==> src/rtl/uart_pkg.sv <==
// rtl/uart_pkg.sv - shared types and helpers for the UART transmit path
// Purpose: state encoding for uart_tx_fsm, parity-type constants and the
//          bit-counter width helper used by the serializer.
// Ports:   none (package).
package uart_pkg;

  typedef enum logic [2:0] {
    IDLE   = 3'd0,
    ARMED  = 3'd1,
    START  = 3'd2,
    DATA   = 3'd3,
    PARITY = 3'd4,
    STOP   = 3'd5
  } tx_state_e;

  localparam logic PAR_EVEN = 1'b0;
  localparam logic PAR_ODD  = 1'b1;

  // Counter must hold DATA_WIDTH-1 (4 for 5-bit words up to 8 for 9-bit words).
  function automatic int cnt_width(input int data_width);
    return (data_width > 1) ? $clog2(data_width) : 1;
  endfunction

endpackage

==> src/rtl/uart_tx_fsm_if.sv <==
// rtl/uart_tx_fsm_if.sv - host write port of the UART transmitter
// Purpose: groups the host-side request/status signals.
// Ports:   P_DATA (word), DATA_VALID (send request), PAR_TYP (0 even, 1 odd),
//          BUSY (frame latched or in flight), TX_DONE (1-CLK end-of-frame pulse).
//          master = host side, slave = transmitter side.
interface uart_tx_fsm_if #(
  parameter int DATA_WIDTH = 8
) ();

  logic [DATA_WIDTH-1:0] P_DATA;
  logic                  DATA_VALID;
  logic                  PAR_TYP;
  logic                  BUSY;
  logic                  TX_DONE;

  modport master (
    output P_DATA, DATA_VALID, PAR_TYP,
    input  BUSY, TX_DONE
  );

  modport slave (
    input  P_DATA, DATA_VALID, PAR_TYP,
    output BUSY, TX_DONE
  );

endinterface

==> src/rtl/uart_tx_serializer.sv <==
// rtl/uart_tx_serializer.sv - load/shift register and bit counter for the TX frame
// Purpose: holds the latched word, presents the next data bit on bit_out and
//          flags when the last data bit is on the line.
// Ports:   CLK, RST (sync, active high); load latches data and clears the
//          counter; shift moves the register right by one; count advances
//          the bit counter; bit_out = next bit to drive; last = counter at
//          DATA_WIDTH-1.
module uart_tx_serializer #(
  parameter int DATA_WIDTH = 8,
  parameter int CNT_W      = 3
) (
  input  logic                  CLK,
  input  logic                  RST,
  input  logic                  load,
  input  logic                  shift,
  input  logic                  count,
  input  logic [DATA_WIDTH-1:0] data,
  output logic                  bit_out,
  output logic                  last
);

  logic [DATA_WIDTH-1:0] sreg;
  logic [CNT_W-1:0]      bit_cnt;

  always_ff @(posedge CLK) begin
    if (RST) begin
      sreg    <= '0;
      bit_cnt <= '0;
    end else if (load) begin
      sreg    <= data;
      bit_cnt <= '0;
    end else begin
      if (shift) sreg    <= sreg >> 1;
      if (count) bit_cnt <= bit_cnt + CNT_W'(1);
    end
  end

  assign bit_out = sreg[0];
  // bit_cnt is the index of the data bit currently on the line.
  assign last    = (bit_cnt == CNT_W'(DATA_WIDTH - 1));

endmodule

==> src/rtl/uart_tx_fsm.sv <==
// rtl/uart_tx_fsm.sv - UART transmit FSM: START, DATA (LSB first), [PARITY], STOP
// Purpose: accepts one word from the host port and serialises it on TX_OUT,
//          advancing one bit per TX_tick pulse.
// Ports:   CLK, RST (sync, active high), TX_tick (bit-period strobe),
//          TX_OUT (registered serial line, idles high),
//          host (uart_tx_fsm_if.slave: P_DATA, DATA_VALID, PAR_TYP, BUSY, TX_DONE).
// Config:  UART_TX_PARITY_EN defined -> parity bit sent after the data bits;
//          undefined -> no parity bit, PAR_TYP ignored.
module uart_tx_fsm
  import uart_pkg::*;
#(
  parameter int DATA_WIDTH = 8
) (
  input  logic          CLK,
  input  logic          RST,
  input  logic          TX_tick,
  output logic          TX_OUT,
  uart_tx_fsm_if.slave  host
);

  localparam int CNT_W = cnt_width(DATA_WIDTH);

  tx_state_e state, state_nxt;
  logic      tx_line, tx_nxt;
  logic      busy_r, done_r;
  logic      load, shift, count;
  logic      bit_out, last;

  uart_tx_serializer #(
    .DATA_WIDTH (DATA_WIDTH),
    .CNT_W      (CNT_W)
  ) u_ser (
    .CLK     (CLK),
    .RST     (RST),
    .load    (load),
    .shift   (shift),
    .count   (count),
    .data    (host.P_DATA),
    .bit_out (bit_out),
    .last    (last)
  );

`ifdef UART_TX_PARITY_EN
  // Parity is fixed at accept time so later host changes cannot touch the frame.
  logic par_bit;
  always_ff @(posedge CLK) begin
    if (RST)       par_bit <= 1'b0;
    else if (load) par_bit <= (^host.P_DATA) ^ host.PAR_TYP;
  end
`endif

  // State and registered outputs.
  always_ff @(posedge CLK) begin
    if (RST) begin
      state   <= IDLE;
      tx_line <= 1'b1;
      busy_r  <= 1'b0;
      done_r  <= 1'b0;
    end else begin
      state   <= state_nxt;
      tx_line <= tx_nxt;
      busy_r  <= (state_nxt != IDLE);
      done_r  <= (state == STOP) && TX_tick;
    end
  end

  // Next state. A tick in the accept cycle is ignored because IDLE only
  // looks at DATA_VALID.
  always_comb begin
    state_nxt = state;
    case (state)
      IDLE:   if (host.DATA_VALID) state_nxt = ARMED;
      ARMED:  if (TX_tick)         state_nxt = START;
      START:  if (TX_tick)         state_nxt = DATA;
      DATA: begin
        if (TX_tick && last) begin
`ifdef UART_TX_PARITY_EN
          state_nxt = PARITY;
`else
          state_nxt = STOP;
`endif
        end
      end
`ifdef UART_TX_PARITY_EN
      PARITY: if (TX_tick)         state_nxt = STOP;
`endif
      STOP:   if (TX_tick)         state_nxt = IDLE;
      default:                     state_nxt = IDLE;
    endcase
  end

  // Line value and serializer strobes.
  always_comb begin
    tx_nxt = tx_line;
    load   = 1'b0;
    shift  = 1'b0;
    count  = 1'b0;
    case (state)
      IDLE: begin
        tx_nxt = 1'b1;
        load   = host.DATA_VALID;
      end
      ARMED: if (TX_tick) tx_nxt = 1'b0;
      START: begin
        // d[0] goes out; shifting leaves d[1] ready for the first DATA tick.
        if (TX_tick) begin
          tx_nxt = bit_out;
          shift  = 1'b1;
        end
      end
      DATA: begin
        if (TX_tick) begin
          if (last) begin
`ifdef UART_TX_PARITY_EN
            tx_nxt = par_bit;
`else
            tx_nxt = 1'b1;
`endif
          end else begin
            tx_nxt = bit_out;
            shift  = 1'b1;
            count  = 1'b1;
          end
        end
      end
`ifdef UART_TX_PARITY_EN
      PARITY: if (TX_tick) tx_nxt = 1'b1;
`endif
      STOP:    tx_nxt = 1'b1;
      default: tx_nxt = 1'b1;
    endcase
  end

  assign TX_OUT       = tx_line;
  assign host.BUSY    = busy_r;
  assign host.TX_DONE = done_r;

endmodule

==> src/flat_wrapper.sv <==
// flat-port wrapper written by rule: the top's interface ports become plain ports
module uart_tx_fsm_flat import uart_pkg::*;
#(
  parameter int DATA_WIDTH = 8
)
  (CLK, RST, TX_tick, TX_OUT, host_P_DATA, host_DATA_VALID, host_PAR_TYP, host_BUSY, host_TX_DONE);
  uart_tx_fsm_if #(.DATA_WIDTH(DATA_WIDTH)) host_i ();
  input  logic CLK;
  input  logic RST;
  input  logic TX_tick;
  output logic TX_OUT;
  input wire logic [$bits(host_i.P_DATA)-1:0] host_P_DATA;
  input wire logic [$bits(host_i.DATA_VALID)-1:0] host_DATA_VALID;
  input wire logic [$bits(host_i.PAR_TYP)-1:0] host_PAR_TYP;
  output wire logic [$bits(host_i.BUSY)-1:0] host_BUSY;
  output wire logic [$bits(host_i.TX_DONE)-1:0] host_TX_DONE;
  assign host_i.P_DATA = host_P_DATA;
  assign host_i.DATA_VALID = host_DATA_VALID;
  assign host_i.PAR_TYP = host_PAR_TYP;
  assign host_BUSY = host_i.BUSY;
  assign host_TX_DONE = host_i.TX_DONE;
  uart_tx_fsm #(.DATA_WIDTH(DATA_WIDTH)) u_core (.CLK(CLK), .RST(RST), .TX_tick(TX_tick), .TX_OUT(TX_OUT), .host(host_i));
endmodule
==> config.mk <==
export PLATFORM = sky130hd
export DESIGN_NAME = uart_tx_fsm_flat
export DESIGN_NICKNAME = d
export VERILOG_FILES = /design/src/rtl/uart_pkg.sv /design/src/rtl/uart_tx_fsm_if.sv /design/src/rtl/uart_tx_serializer.sv /design/src/rtl/uart_tx_fsm.sv /design/src/flat_wrapper.sv
export SDC_FILE = /design/constraint.sdc
export NUM_CORES = 1
export LEC_CHECK = 0
export ABC_AREA = 1
export CORE_MARGIN = 5
export CORE_UTILIZATION = 45
export CTS_CLUSTER_SIZE = 30
export DETAILED_ROUTE_END_ITERATION = 10
export PLACE_DENSITY = 0.72
export SLEW_MARGIN = 20
export SYNTH_ARGS = -nofsm -noshare
export SYNTH_HDL_FRONTEND = slang
export SYNTH_SLANG_ARGS = --single-unit
==> constraint.sdc <==
create_clock -name CLK -period 1.2 [get_ports CLK]
set_input_delay 0.3 -clock CLK [delete_from_list [all_inputs] [get_ports CLK]]
set_output_delay 0.3 -clock CLK [all_outputs]
set_load 0.03 [all_outputs]
==> impl_metrics.toml, run 1 <==
[drt]
vias = 901
wl_per_cell_um = 10.26
final_antenna_net_count = 0
drc_errors = 0
drt_iter0_drc = 28
wl_um = 1981
drt-vias-per-instance = 4.668
first_pass_iters = 4

[yosys]
synth_cells = 135
synth_cell_type_count = 21
ys_ff_latch = 17
yosysSeqAreaShare_pct = 37.26
syn_area_sq_um = 913.4
yosysWarnings = 0
synthesis.nets = 150
synth_simple_gate_area_share_pct = 40.41
yosys.area_share.adder_pct = 2.740
synth_top_area_share_pct = 37.26
muxShareOfSynthArea_pct = 0
synthTopCellsByArea = "dfxtp_1 (37%), nand2_1 (13%), nor2_1 (9.0%)"
synthXorXnorAreaFrac_pct = 0
synth-compound-area-share_pct = 8.630
synth_top_family_by_area = "simple AND/OR/NAND/NOR gates"
avgSynthCellArea_sq_um = 6.766
synth_top_cell_by_area = "dfxtp_1"

[floorplanning]
initial_core_util_pct = 47.04
die_area_sq_um = 3031
core-area_sq_um = 1942
die_h_um = 55.05
io_pins = 16
rows = 16
fp.dieW_um = 55.05

[finish]
layout_commonest_cell = "nand2_1"
final_util_pct = 66.17
antenna_cells = 0
fin_area_sq_um = 1285
final_nets = 182
drive_gt1_share_pct = 30.72
fin_cells = 193
final_cell_mix = "nand2_1 (30), nor2_1 (21), buf_4 (19), dfxtp_1 (12), inv_1 (11)"
area_growth_pct = 40.68

[worst_setup_path]
worst_setup_path_start_kind = "flip-flop"
critPathMaxFanout = 5
crit_type = "flip-flop to flip-flop"
r2r_cells = 6
r2r-end = "u_core.u_ser.bit_cnt[0]"
cp_data_arrival_time_ns = 1.46
crit_path_end_kind = "flip-flop"
worstReg2RegStart = "u_core.u_ser.bit_cnt[0]"
worst-r2r-setup-slack_ns = -0.04
worstPathRequired_ns = 1.42

[pwr]
pwr-share-clk_pct = 23.4
leakagePower_uw = 0.0006011
power.switching_uw = 402.5
seqPwrFrac_pct = 47.8
combPwrFrac_pct = 28.8
p_int_uw = 923.6
p_sw_share_pct = 30.35
powerDensity_nw_per_um2 = 1032
ir_worst_vdd_v = 0.0007924

[timing]
holdWs_ns = 0.4028
fmax_mhz = 804.9
finalCritPeriodShare_pct = 103.5
setup_violations = 10
rsz0062_at_grt = "true"
tightest_slew_ns = 0.2206
slew_violations = 0
post-route-min-period_ns = 1.242
hold_violations = 0
fin_skew_ns = 0.004453
slew_headroom_pct = 85.18
setup_slack_ns = -0.04240

[placed_design]
place_area_sq_um = 1207
port_buffers = 14
dpl.cell_count = 189
pre_cts_slack_ns = -0.3725
gp_congestion = 0.8878
dp_hpwl_um = 1570

[min_path]
whs_path_depth = 3
whs_endpoint = "u_core.TX_OUT"
hold_start = "TX_tick"
hold_path.class = "input port to flip-flop"

[clock_network]
clock_path_buffers = 2
htreeDepth = 1
cts.sinks = 17
cts-buffers-inserted = 3
clock_latency_ns = 0.29
cts_tree = "built"
root_buffer = "clkbuf_4"
cts_setup_buffers = 0
cts.reportedPaths.clkPinSlew_ns = 0.10

[global_routing]
grt_pass1_vias = 825
track_usage_pct = 15.29
antenna_found_initial = 0
grt_max_degree = 14
grt_overflow = 0
grt_pass1_wl_um = 3312

[status]
status = "finished, violations left"
violations = "negative setup slack"

[flow_run]
drv_cap = 0
metal layers:
metal  up-vias  wire length (um)  global-route usage (%)  part of all wire [%]
met2        15               918                   24.02                    46
met1       391               966                   19.81                    49
met5         -                 0                       0                     0
met3         2                81                   3.217                   4.1
met4         0                14                   7.287                  0.71
li1        493                 -                       -                     -
repair_timing:
action | in CTS | in global routing
resized for setup | 8 | 7
hold buffers | 0 | 0
endpoints found under the setup margin | 13 | 14
endpoints found under the hold margin | 0 | 0
pin swaps | 3 | 2
power groups by stage:
stage / registers [uW] / logic (uW) / clock network, uW
after CTS: 633 / 381 / 322
after detailed placement: 645 / 375 / 0
final: 634 / 382 / 310
after floorplan: 656 / 224 / 0
after global placement: 644 / 374 / 0
after global routing: 639 / 426 / 352
registers in the layout, indices dropped and copies added, names as in the netlist:
name / cells
u_core.host.BUSY: 1
u_core.host.TX_DONE: 1
u_core.state: 3
u_core.u_ser.bit_cnt: 3
u_core.u_ser.sreg: 8
u_core.TX_OUT: 1
cells in the mapped netlist:
cell and count:
buf_6 2, nand2_1 32, nor2_1 22, nor2_4 2
o21ai_2 1, nor2_2 2, nand4_1 8, a21oi_1 6
o21ai_0 3, or2_0 1, dfxtp_1 17, nand3_1 7
ha_1 2, nand2_2 4, inv_1 11, buf_4 1
nand3_2 1, nor3_1 1, buf_2 2, o21ai_1 5
inv_2 5
critical path, stage by stage (launching register included):
cell,delay (ns)
dfxtp_2,0.34
ha_4,0.16
ha_4,0.17
nor2_4,0.09
nand2_4,0.08
or2_0,0.20
a21oi_1,0.13
metrics by stage:
| step | TNS [ns] | total power [uW] |
|---|---|---|
| 2_1_floorplan | 0 | 880.0 |
| 3_3_place_gp | -5.052 | 1018 |
| 3_5_place_dp | -5.245 | 1020 |
| 4_1_cts | -0.5422 | 1336 |
| 5_1_grt | -1.127 | 1418 |
| 6_report | -0.2311 | 1326 |
worst max path at each step:
stage                                  from                      end  slack, ns  cells past startpoint
global placement                    TX_tick     u_core.u_ser.sreg[0]      -0.37                      8
detailed placement                  TX_tick  u_core.u_ser.bit_cnt[0]      -0.37                      6
CTS                 u_core.u_ser.bit_cnt[0]  u_core.u_ser.bit_cnt[0]      -0.08                      6
finish              u_core.u_ser.bit_cnt[0]  u_core.u_ser.bit_cnt[0]      -0.04                      6
global route        u_core.u_ser.bit_cnt[1]     u_core.u_ser.sreg[6]      -0.15                      8
floorplan           u_core.u_ser.bit_cnt[0]         u_core.host.BUSY      0.002                      7
layout make-up:
cell class,instances,area (sq um)
Tap cell,27,33.78
Multi-Input combinational cell,97,523.0
Clock buffer,4,26.28
Fill cell,185,656.9
Timing Repair Buffer,32,295.3
Sequential cell,17,346.6
Inverter,16,60.06
logic make-up (layout without fill, tap and decap cells):
kind of cell               count (synthesis)  count (layout)
AOI/OAI and AO/OA                         15              15
buffers and inverters                     21              52
and+or+nand+nor                           80              80
adders and majority gates                  2               2
DFF                                       17              17
(Power assumes the default switching activity.)
==> inputs of run 2 (changes only) <==
- SETUP_SLACK_MARGIN: unset -> 0.05
==> run 2 against run 1 <==
The flow still finishes with violations (negative setup slack); clock skew rose by 0.0023 ns; clock power rose by 3%; via count rose by 0.22%; first-iteration DRC count fell by 71%; critical endpoint is now u_core.host.BUSY; highest routed layer unchanged.
==> impl_metrics.toml, run 2 (synthesis results as in run 1) <==
[status]
status = "finished, violations left"
violations = "negative setup slack"

[drt]
m1WireLength_um = 886
first_pass_iters = 4
drt-vias-per-instance = 4.728
wl_per_cell_um = 11.20
final_antenna_net_count = 0
wl_met3_um = 63
vias = 903
wl_um = 2140
drt_iter0_drc = 8
drc_errors = 0
top_layer_used = "met4"
wl_met2_um = 1157

[floorplanning]
core-area_sq_um = 1942
die_h_um = 55.05
die_area_sq_um = 3031
initial_core_util_pct = 47.04
fp.dieW_um = 55.05
io_pins = 16
rows = 16

[timing]
setup_slack_ns = -0.06589
slew_violations = 0
fmax_mhz = 790.0
fin_skew_ns = 0.006753
hold_violations = 0
setup_violations = 11
tightest_slew_ns = 0.2041
post-route-min-period_ns = 1.266
slew_headroom_pct = 86.36
rsz0062_at_grt = "true"
finalCritPeriodShare_pct = 105.5

[global_routing]
track_usage_pct = 17.50
antenna_found_initial = 0
grt_pass1_vias = 966
grt_max_degree = 15
grt_pass1_wl_um = 3815
grt_overflow = 0

[worst_setup_path]
worst_setup_path_start_kind = "input port"
cp_num_cells = 7
cpMostUsedCell = "nand2_1"
crit_slowest_cell = "clkdlybuf4s50_1"
critPathMaxFanout = 6
path_buf_inv = 2
crit_type = "input port to flip-flop"
cp_cell_sequence = "clkdlybuf4s50_1 -> buf_4 -> nand2_1 -> o21ai_2 -> nand2_1 -> o21ai_1 -> nand2_1"
cp_data_arrival_time_ns = 1.47
max_stage_delay_ns = 0.50
worstPathRequired_ns = 1.41
crit_path_end_kind = "flip-flop"
path_delay_family = "buffers and inverters"
r2r_cells = 6

[clock_network]
root_buffer = "clkbuf_4"
cts.reportedPaths.clkPinSlew_ns = 0.11
cts-buffers-inserted = 3
htreeDepth = 1
cts.sinks = 17
cts_tree = "built"
clock_latency_ns = 0.30
clock_path_buffers = 2
hold_buffers = 0

[finish]
antenna_cells = 0
fillers = 173
drive_gt1_share_pct = 31.71
largest_reg_flops = 8
largest-register = "u_core.u_ser.sreg"
final_cell_mix = "nand2_1 (32), nor2_1 (20), buf_4 (17), dfxtp_1 (12)"
layout_commonest_cell = "nand2_1"
final_nets = 180
area_growth_pct = 40.68
final_util_pct = 66.17
largestRegisters = "u_core.u_ser.sreg: 8 flops, u_core.state: 3 flops, u_core.u_ser.bit_cnt: 3 flops"

[flow_run]
drv_cap = 0

[pwr]
p_int_uw = 914.1
leakagePower_uw = 0.0005829
seqPwrFrac_pct = 47.3
power.switching_uw = 422.8
pwr-share-clk_pct = 23.7
combPwrFrac_pct = 29.0
powerDensity_nw_per_um2 = 1040
ir_worst_vdd_v = 0.0006121
p_sw_share_pct = 31.63

[min_path]
hold_path.class = "flip-flop to flip-flop"
whs_path_depth = 2

[placed_design]
dp_hpwl_um = 1646
pre_cts_slack_ns = -0.3720
gp_congestion = 0.8664
port_buffers = 14
[run 2: power by group through the flow]
stage | Sequential (uW) | Clock (uW) | Combinational (uW)
2_1_floorplan | 656 | 0 | 224
3_3_place_gp | 643 | 0 | 360
3_5_place_dp | 643 | 0 | 372
4_1_cts | 631 | 329 | 382
5_1_grt | 636 | 351 | 441
6_report | 632 | 318 | 387
[run 2: repair_timing]
action / 4_1_cts / 5_1_grt
setup endpoints to repair: 13 / 16
pin swaps: 4 / 3
gates resized for setup: 5 / 9
setup buffers: 1 / 0
[run 2: path summary, 6_finish.rpt]
kind | startpoint | endpoint | slack [ns]
setup / recovery | TX_tick | u_core.host.BUSY | -0.07
hold / removal | u_core.TX_OUT | u_core.TX_OUT | 0.48
setup reg to reg | u_core.u_ser.bit_cnt[1] | u_core.u_ser.bit_cnt[0] | -0.06
hold reg to reg | u_core.TX_OUT | u_core.TX_OUT | 0.48
[run 2: worst reg2reg max path, cell delays in order (launching register included)]
cell and delay [ns]:
dfxtp_2 0.35, ha_4 0.16, ha_4 0.16, nor2_4 0.09, nand2_4 0.09, or2_1 0.24, a21oi_2 0.12
[run 2: layout make-up]
cell class / instances / area (sq um) / area share (%)
tap: 27 / 33.78 / 2.629
clock buffer: 3 / 22.52 / 1.753
clock inverter: 1 / 5.005 / 0.3895
sequential: 17 / 346.6 / 26.97
multi-input combinational: 97 / 536.8 / 41.77
timing repair buffer: 30 / 277.8 / 21.62
inverter: 16 / 62.56 / 4.869
[run 2: per-layer routing]
metal / vias to the layer above / GRT usage [%]
met1: 400 / 19.25
met5: - / 0
li1: 487 / -
met4: 0 / 10.12
met3: 4 / 3.217
met2: 12 / 31.10
[run 2: stage by stage]
step / TNS, ns / cells / power, uW / area [sq um] / hold WS [ns]
floorplan: 0 / 135 / 880.3 / 943.4 / 0.3691
global placement: -4.131 / 186 / 1003 / 1207 / 0.4592
detailed placement: -4.668 / 186 / 1015 / 1207 / 0.4625
CTS: -0.4979 / 191 / 1341 / 1260 / 0.4870
global route: -1.437 / 191 / 1428 / 1285 / 0.5089
finish: -0.4455 / 191 / 1337 / 1285 / 0.4815
